File: config.mk
export PLATFORM = sky130hd
export DESIGN_NAME = sts2stl
export DESIGN_NICKNAME = d
export VERILOG_FILES = /design/src/rtl/sts2stl.sv
export SDC_FILE = /design/constraint.sdc
export NUM_CORES = 1
export LEC_CHECK = 0
export CORE_ASPECT_RATIO = 2
export CORE_MARGIN = 5
export CORE_UTILIZATION = 40
export DETAILED_ROUTE_END_ITERATION = 6
export GPL_TIMING_DRIVEN = 0
export PLACE_DENSITY = 0.69
export SLEW_MARGIN = 20
export SYNTH_ARGS = -nofsm -noshare
export SYNTH_HDL_FRONTEND = slang
export SYNTH_SLANG_ARGS = --single-unit
File: constraint.sdc
create_clock -name clk -period 1.73 [get_ports clk]
set_input_delay 0.2595 -clock clk [delete_from_list [all_inputs] [get_ports clk]]
set_output_delay 0.2595 -clock clk [all_outputs]
set_load 0.01 [all_outputs]
File: src/rtl/sts2stl.sv
// rtl/sts2stl.sv - packs a 16-bit packet stream into 32-bit words
module sts2stl #(
    parameter int FIRST_HIGH = 1
) (
    input  logic        clk,
    input  logic        rst,
    input  logic [15:0] data_in_data,
    input  logic        data_in_valid,
    output logic        data_in_ready,
    input  logic        data_in_empty,
    input  logic        data_in_startofpacket,
    input  logic        data_in_endofpacket,
    output logic [31:0] data_out_data,
    output logic        data_out_valid,
    input  logic        data_out_ready,
    output logic [1:0]  data_out_empty,
    output logic        data_out_startofpacket,
    output logic        data_out_endofpacket,
    output logic        pkt_error
);

    typedef enum logic [1:0] {
        S_IDLE,
        S_LOW,
        S_HIGH
    } state_t;

    state_t      state;
    logic [15:0] hold_data;
    logic        hold_sop;
    logic        accept;
    logic        drain;

    // Ready is a function of the output register only, so it is 1 whenever the word slot is free.
    assign data_in_ready = rst || !data_out_valid || data_out_ready;
    assign accept        = data_in_valid && data_in_ready;
    assign drain         = data_out_valid && data_out_ready;

    function automatic logic [31:0] pack_word(input logic [15:0] first, input logic [15:0] second);
        return (FIRST_HIGH != 0) ? {first, second} : {second, first};
    endfunction

    always_ff @(posedge clk) begin
        if (rst) begin
            state                  <= S_IDLE;
            hold_data              <= 16'h0000;
            hold_sop               <= 1'b0;
            data_out_data          <= 32'h0000_0000;
            data_out_valid         <= 1'b0;
            data_out_empty         <= 2'd0;
            data_out_startofpacket <= 1'b0;
            data_out_endofpacket   <= 1'b0;
            pkt_error              <= 1'b0;
        end else begin
            pkt_error <= 1'b0;

            if (drain) begin
                data_out_valid         <= 1'b0;
                data_out_data          <= 32'h0000_0000;
                data_out_empty         <= 2'd0;
                data_out_startofpacket <= 1'b0;
                data_out_endofpacket   <= 1'b0;
            end

            // A load in the same cycle overrides the drain clear above.
            if (accept) begin
                if (state == S_HIGH && !data_in_startofpacket) begin
                    data_out_data          <= pack_word(hold_data, data_in_data);
                    data_out_valid         <= 1'b1;
                    data_out_startofpacket <= hold_sop;
                    data_out_endofpacket   <= data_in_endofpacket;
                    data_out_empty         <= data_in_endofpacket ? {1'b0, data_in_empty} : 2'd0;
                    hold_data              <= 16'h0000;
                    hold_sop               <= 1'b0;
                    state                  <= data_in_endofpacket ? S_IDLE : S_LOW;
                end else if (state == S_IDLE && !data_in_startofpacket) begin
                    pkt_error <= 1'b1;
                end else begin
                    // SOP inside a packet abandons the old one (and any held half).
                    if (data_in_startofpacket && state != S_IDLE) begin
                        pkt_error <= 1'b1;
                    end
                    if (data_in_endofpacket) begin
                        data_out_data          <= pack_word(data_in_data, 16'h0000);
                        data_out_valid         <= 1'b1;
                        data_out_startofpacket <= data_in_startofpacket;
                        data_out_endofpacket   <= 1'b1;
                        data_out_empty         <= {1'b1, data_in_empty};
                        hold_data              <= 16'h0000;
                        hold_sop               <= 1'b0;
                        state                  <= S_IDLE;
                    end else begin
                        hold_data <= data_in_data;
                        hold_sop  <= data_in_startofpacket;
                        state     <= S_HIGH;
                    end
                end
            end
        end
    end

endmodule

==> flow_summary_export.csv, run 1 <==
group,metric,value,unit
outcome,outcome,"finished, violations left",
outcome,violations,"setup timing",
floorplan,die_h,115,um
synthesis,yosysUniqueCellTypes,31,
pwr,ir_drop,0.800,mV
grt,grt_pass1_vias,2221,
critical_path,critPathCaptureType,"flip-flop",
final_layout,final_common_cell,"clkdlybuf4s50_1",
detailed_routing,drtPass1Iterations,4,
grt,grt_usage,18.6,%
synthesis,synth_area_leaders,"dfxtp_1 52%, a32oi_1 6.8%, nor2_1 6.3%, a22oi_1 5.8%, mux2i_1 4.5%",
sta,setup_viol,1,
critical_path,critPathArrivalTime,1990,ps
cts,htreeDepth,3,
synthesis,yosys.area.top_type,"dfxtp_1",
min_path,min_path_type,"reg2reg",
pwr,swShare,24.9,%
floorplan,die_area,7180,sq um
critical_path,critPathMaxFanout,7,
final_layout,final_cells,367,
placement,dp_hpwl,4560,um
pwr,power.share.sequential,49.6,%
pwr,internal_power,2.09,mW
final_layout,final_nets,329,
cts,clk_path_buf_depth,2,
synthesis,netlist.area_leader.share,51.8,%
grt,grt_max_degree,11,
cts,cts_buffers,9,
sta,hold_viol,0,
pwr,p_comb_share,14.2,%
synthesis,netlist_area,2200,sq um
sta,rsz0062_at_grt,"yes",
flow_run,maxCapViolCount,0,
critical_path,startpoint_type,"flip-flop",
pwr,pwr_density_cell,859,nW/um^2
critical_path,path_class,"reg2reg",
floorplan,num_rows,38,
critical_path,worstPathRequired,1990,ps
synthesis,synth_edf_count,0,
detailed_routing,via_count,2088,
placement,place_ws,-758,ps
cts,cts_num_sinks,57,
sta,max_freq,577,MHz
synthesis,synth_cells,225,
cts,cts_tree,"yes",
grt,grt-ovfl-total,0,
synthesis,synth-main-ff-cell,"dfxtp_1",
sta,finClkSkew,5.34,ps
synthesis,syn_nets,249,
cts,clock_latency,330,ps
synthesis,ys_ff_latch,57,
floorplan,die_w,62.5,um
final_layout,final_core_util,60.3,%
sta,finalCritPeriodShare,100,%
sta,slew_headroom,65.7,%
placement,io_buffers,61,
final_layout,antenna-diode-count,0,
pwr,clockPowerShare,36.1,%
synthesis,async_flop_share,0,%
placement,globalplace.congestion,0.845,
pwr,power,2.78,mW
cts,cts.reportedPaths.clkPinSlew,60,ps
synthesis,yosys_warnings,0,
sta,hold_slack,465,ps
pwr,switching_power,692,uW
final_layout,area_delta_synth_final,47.3,%
cts,root_buffer,"clkbuf_8",
floorplan,initial_core_util,41.0,%
synthesis,avgSynthCellArea,9.78,sq um
placement,dp.cells,346,
sta,period_needed,1730,ps
floorplan,io_pins,62,
detailed_routing,vias_per_cell,5.69,
detailed_routing,drt_iter0_markers,86,
floorplan,coreArea,5370,sq um
sta,setup_slack,-1.77,ps
sta,worst_pin_slew,514,ps
synthesis,ys_seq_area_share,51.8,%
detailed_routing,drc,0,
detailed_routing,wirelength,6500,um
pwr,power_leakage,1.24,nW
grt,grt_pass1_wl,10500,um
sta,drv_slew,0,
detailed_routing,post_drt_wl_per_cell,17.7,um
detailed_routing,antenna_left,0,
grt,grt_antenna_before_repair,0,
final_layout,final_layout_size_suffix_gt1_share,17.3,%
final_layout,final_cell_mix,"58 x clkdlybuf4s50_1, 55 x dfxtp_1, 37 x nor2_1, 16 x a32oi_1, 15 x a22oi_1",
final_layout,nFillCells,471,
-- state kept, by name, indices dropped and copies added, names as in the netlist --
name and cells:
data_out_startofpacket 1, hold_sop 1, data_out_endofpacket 1, data_out_valid 1, pkt_error 1, data_out_empty 2, data_out_data 32, hold_data 16
state 2
-- synth_stat cells, types with 4 or more instances --
cell	instances
dfxtp_1	57
nor2_1	37
a22oi_1	17
a32oi_1	17
clkbuf_1	13
nand2_1	13
a21oi_1	10
mux2i_1	10
o2bb2ai_1	10
nand3_1	6
mux2_2	5
inv_1	4
-- final cells by class --
cell class / instances / area [sq um] / share of cell area (%)
flip-flops and latches: 57 / 1140 / 35.3
multi-input cells: 147 / 1050 / 32.5
repair buffers: 70 / 691 / 21.3
clock buffers: 12 / 145 / 4.48
plain buffers: 16 / 113 / 3.47
well taps: 60 / 75.1 / 2.32
inverters: 4 / 15.0 / 0.463
clock inverters: 1 / 5.00 / 0.154
-- what timing repair did --
| item | CTS | global route |
|---|---|---|
| hold buffers | 0 | 0 |
| gates cloned | 0 | 0 |
| endpoints found under the hold margin | 0 | 0 |
| buffers inserted | 8 | 2 |
| pin swaps | 6 | 6 |
| endpoints found under the setup margin | 57 | 55 |
| resized for setup | 23 | 17 |
-- final timing paths --
| path | start | to | slack, ps | depth (start not counted) |
|---|---|---|---|---|
| max reg2reg | state[1]$_SDFFE_PP0P_ | hold_sop$_SDFFE_PP0P_ | -2 | 5 |
| min | data_out_data[23]$_SDFF_PP0_ | data_out_data[23]$_SDFF_PP0_ | 460 | 1 |
| min reg2reg | data_out_data[23]$_SDFF_PP0_ | data_out_data[23]$_SDFF_PP0_ | 460 | 1 |
| max | state[1]$_SDFFE_PP0P_ | hold_sop$_SDFFE_PP0P_ | -2 | 5 |
-- power by group through the flow --
stage	clock [mW]	combinational [mW]	sequential, mW
after CTS	1.02	0.377	1.38
final	1.01	0.397	1.38
after global routing	1.08	0.429	1.39
after global placement	0	0.338	1.41
after detailed placement	0	0.341	1.41
after floorplan	0	0.152	1.42
-- stage by stage --
stage / instance area (sq um) / TNS (ps)
floorplan: 2200 / 0
global placement: 2890 / -34010
detailed placement: 2890 / -34750
CTS: 3170 / 0
global route: 3240 / -926
finish: 3240 / -1.77
-- worst max-delay path, cell delays in order (launching register included) --
cell	delay, ps
dfxtp_2	350
or3b_4	400
buf_8	150
a211o_1	300
or3_1	350
a21oi_2	120
-- layer usage --
| layer | up-vias | GRT usage [%] | part of all wire, % |
|---|---|---|---|
| met5 | - | 0 | 0 |
| met2 | 72 | 32.5 | 53 |
| met3 | 25 | 4.69 | 4.4 |
| met1 | 1004 | 18.6 | 37 |
| met4 | 0 | 13.9 | 5.7 |
| li1 | 987 | - | - |
-- logic make-up after synthesis --
| group | Yosys count | share of synthesized area, % |
|---|---|---|
| simple gates | 70 | 14.8 |
| compound gates | 61 | 21.7 |
| flops | 57 | 51.8 |
| buf+inv | 21 | 4.04 |
| mux | 15 | 7.11 |
| fa+ha+maj | 1 | 0.568 |
(Power assumes the default switching activity.)
==> run 2: changes to the inputs <==
--- a/config.mk
+++ b/config.mk
@@ -5,6 +5,7 @@
 export SDC_FILE = /design/constraint.sdc
 export NUM_CORES = 1
 export LEC_CHECK = 0
+export ABC_AREA = 0
 export CORE_ASPECT_RATIO = 2
 export CORE_MARGIN = 5
 export CORE_UTILIZATION = 40
==> results of run 2 <==
Same layout as run 1: the final DEF is identical, and so are final timing and power.
==> run 3: changes to the inputs <==
--- a/config.mk
+++ b/config.mk
@@ -11,7 +11,9 @@
 export CORE_UTILIZATION = 40
 export DETAILED_ROUTE_END_ITERATION = 6
 export GPL_TIMING_DRIVEN = 0
+export HOLD_SLACK_MARGIN = 0.15
 export PLACE_DENSITY = 0.69
+export SKIP_CTS_REPAIR_TIMING = 1
 export SLEW_MARGIN = 20
 export SYNTH_ARGS = -nofsm -noshare
 export SYNTH_HDL_FRONTEND = slang
==> run 3 against run 2 <==
Compared with the run above:
- the flow now finishes without violations
- critical endpoint unchanged
- global-route usage decreased by 0.51 points
- utilization up 1.5 points
- non-clock buffer count is 4 higher
- critical path type unchanged
==> flow_summary_export.csv, run 3 (synthesis results as in run 1) <==
group,metric,value,unit
critical_path,critPathSlowestCell,"or3b_4",
detailed_routing,highest_layer,"met4",
grt,grt_antenna_before_repair,0,
placement,dp_hpwl,4560,um
grt,grt_pass1_vias,2155,
final_layout,final_cell_mix,"58 x clkdlybuf4s50_1, 55 x dfxtp_1, 37 x nor2_1, 16 x a32oi_1",
cts,root_buffer,"clkbuf_8",
cts,cts_tree,"yes",
final_layout,area_delta_synth_final,51.0,%
sta,rsz0062_at_grt,"yes",
detailed_routing,dr_wl_met3,275,um
floorplan,initial_core_util,41.0,%
cts,cts_buffers,9,
critical_path,startpoint_type,"flip-flop",
final_layout,final_core_util,61.9,%
final_layout,antenna-diode-count,0,
sta,setup_slack,3.64,ps
cts,cts.reportedPaths.clkPinSlew,60,ps
final_layout,regMostFlops,"data_out_data",
final_layout,final_nets,333,
detailed_routing,vias_per_cell,5.70,
floorplan,io_pins,62,
detailed_routing,drtPass1Iterations,4,
detailed_routing,drc,0,
sta,hold_viol,0,
grt,grt_pass1_wl,10200,um
critical_path,path_class,"reg2reg",
critical_path,critPathArrivalTime,1990,ps
detailed_routing,drt_iter0_markers,80,
pwr,ir_drop,0.796,mV
final_layout,final_layout_size_suffix_gt1_share,21.5,%
sta,finalCritPeriodShare,99.8,%
placement,globalplace.congestion,0.845,
sta,max_freq,579,MHz
grt,grt-ovfl-total,0,
detailed_routing,post_drt_wl_per_cell,17.6,um
pwr,power,2.80,mW
sta,drv_slew,0,
critical_path,path_cells,"or3b_4 -> buf_6 -> a211o_1 -> or3_1 -> a21oi_2",
flow_run,maxCapViolCount,0,
placement,place_ws,-758,ps
final_layout,final_common_cell,"clkdlybuf4s50_1",
cts,clock_latency,330,ps
sta,setup_viol,0,
critical_path,timing.critical_path.buf_inv,1,
pwr,power_leakage,1.27,nW
sta,slew_headroom,64.0,%
critical_path,critPathCaptureType,"flip-flop",
floorplan,coreArea,5370,sq um
floorplan,die_w,62.5,um
cts,cts_num_sinks,57,
min_path,min_path_type,"in2reg",
critical_path,cp_top_family,"simple AND/OR/NAND/NOR gates",
detailed_routing,wl_met1,2480,um
final_layout,final_cells,371,
detailed_routing,via_count,2114,
grt,grt_usage,18.1,%
floorplan,die_area,7180,sq um
sta,period_needed,1730,ps
sta,finalSetupTns,0,ps
sta,worst_pin_slew,540,ps
critical_path,worstPathRequired,1990,ps
floorplan,die_h,115,um
final_layout,largest_reg_flops,32,
grt,grt_max_degree,11,
outcome,outcome,"complete, no violations",
critical_path,critPathMaxFanout,6,
cts,clk_path_buf_depth,2,
cts,htreeDepth,3,
sta,finClkSkew,4.20,ps
floorplan,num_rows,38,
detailed_routing,dr_wl_met2,3420,um
detailed_routing,antenna_left,0,
final_layout,top_regs,"data_out_data: 32 flops, hold_data: 16 flops",
placement,dp.cells,346,
detailed_routing,wirelength,6520,um
critical_path,crit_path_max_incr_delay,400,ps
pwr,pwr_density_cell,842,nW/um^2
placement,io_buffers,61,
-- run 3: cell count changes in the layout (fill, tap and decap cells not counted), sizes merged --
cell,before,now
dlymetal6s2s,0,3
buf,14,21
clkbuf,23,20
dlygate4sd2,3,0
-- run 3: final timing paths --
kind                                                    from                            to  slack [ps]  cells past startpoint
worst max-delay path                   state[0]$_SDFFE_PP0P_         hold_sop$_SDFFE_PP0P_           4                      5
worst min-delay path                   data_in_startofpacket         hold_sop$_SDFFE_PP0P_         450                      4
worst min register to register  data_out_data[25]$_SDFF_PP0_  data_out_data[25]$_SDFF_PP0_         460                      1
worst max register to register         state[0]$_SDFFE_PP0P_         hold_sop$_SDFFE_PP0P_           4                      5
-- run 3: worst reg2reg max path: stages (launching register included) --
cell	delay, ps
dfxtp_2	340
or3b_4	400
buf_6	150
a211o_1	310
or3_1	340
a21oi_2	120
-- run 3: area by class of cell --
cell class | instances | area (sq um)
flip-flops and latches | 57 | 1140
clock inverters | 1 | 5.00
fillers | 459 | 2050
plain buffers | 16 | 110
repair buffers | 74 | 729
well taps | 60 | 75.1
multi-input cells | 147 | 1100
inverters | 4 | 15.0
clock buffers | 12 | 145
-- run 3: layer usage --
| layer | vias up | global-route usage [%] |
|---|---|---|
| met5 | - | 0 |
| li1 | 992 | - |
| met4 | 0 | 13.0 |
| met2 | 62 | 32.1 |
| met1 | 1040 | 18.3 |
| met3 | 20 | 3.91 |
-- run 3: stage by stage --
step	cell area, sq um	hold WS (ps)
global route	3320	463
floorplan	2200	397
finish	3320	450
detailed placement	2890	446
CTS	3040	463
global placement	2890	440
-- run 3: power by group --
group / internal (mW) / total [mW] / leakage, nW / switching, mW
registers: 1.36 / 1.38 / 0.463 / 0.0250
clock network: 0.533 / 1.00 / 0.0782 / 0.472
logic: 0.209 / 0.410 / 0.726 / 0.202
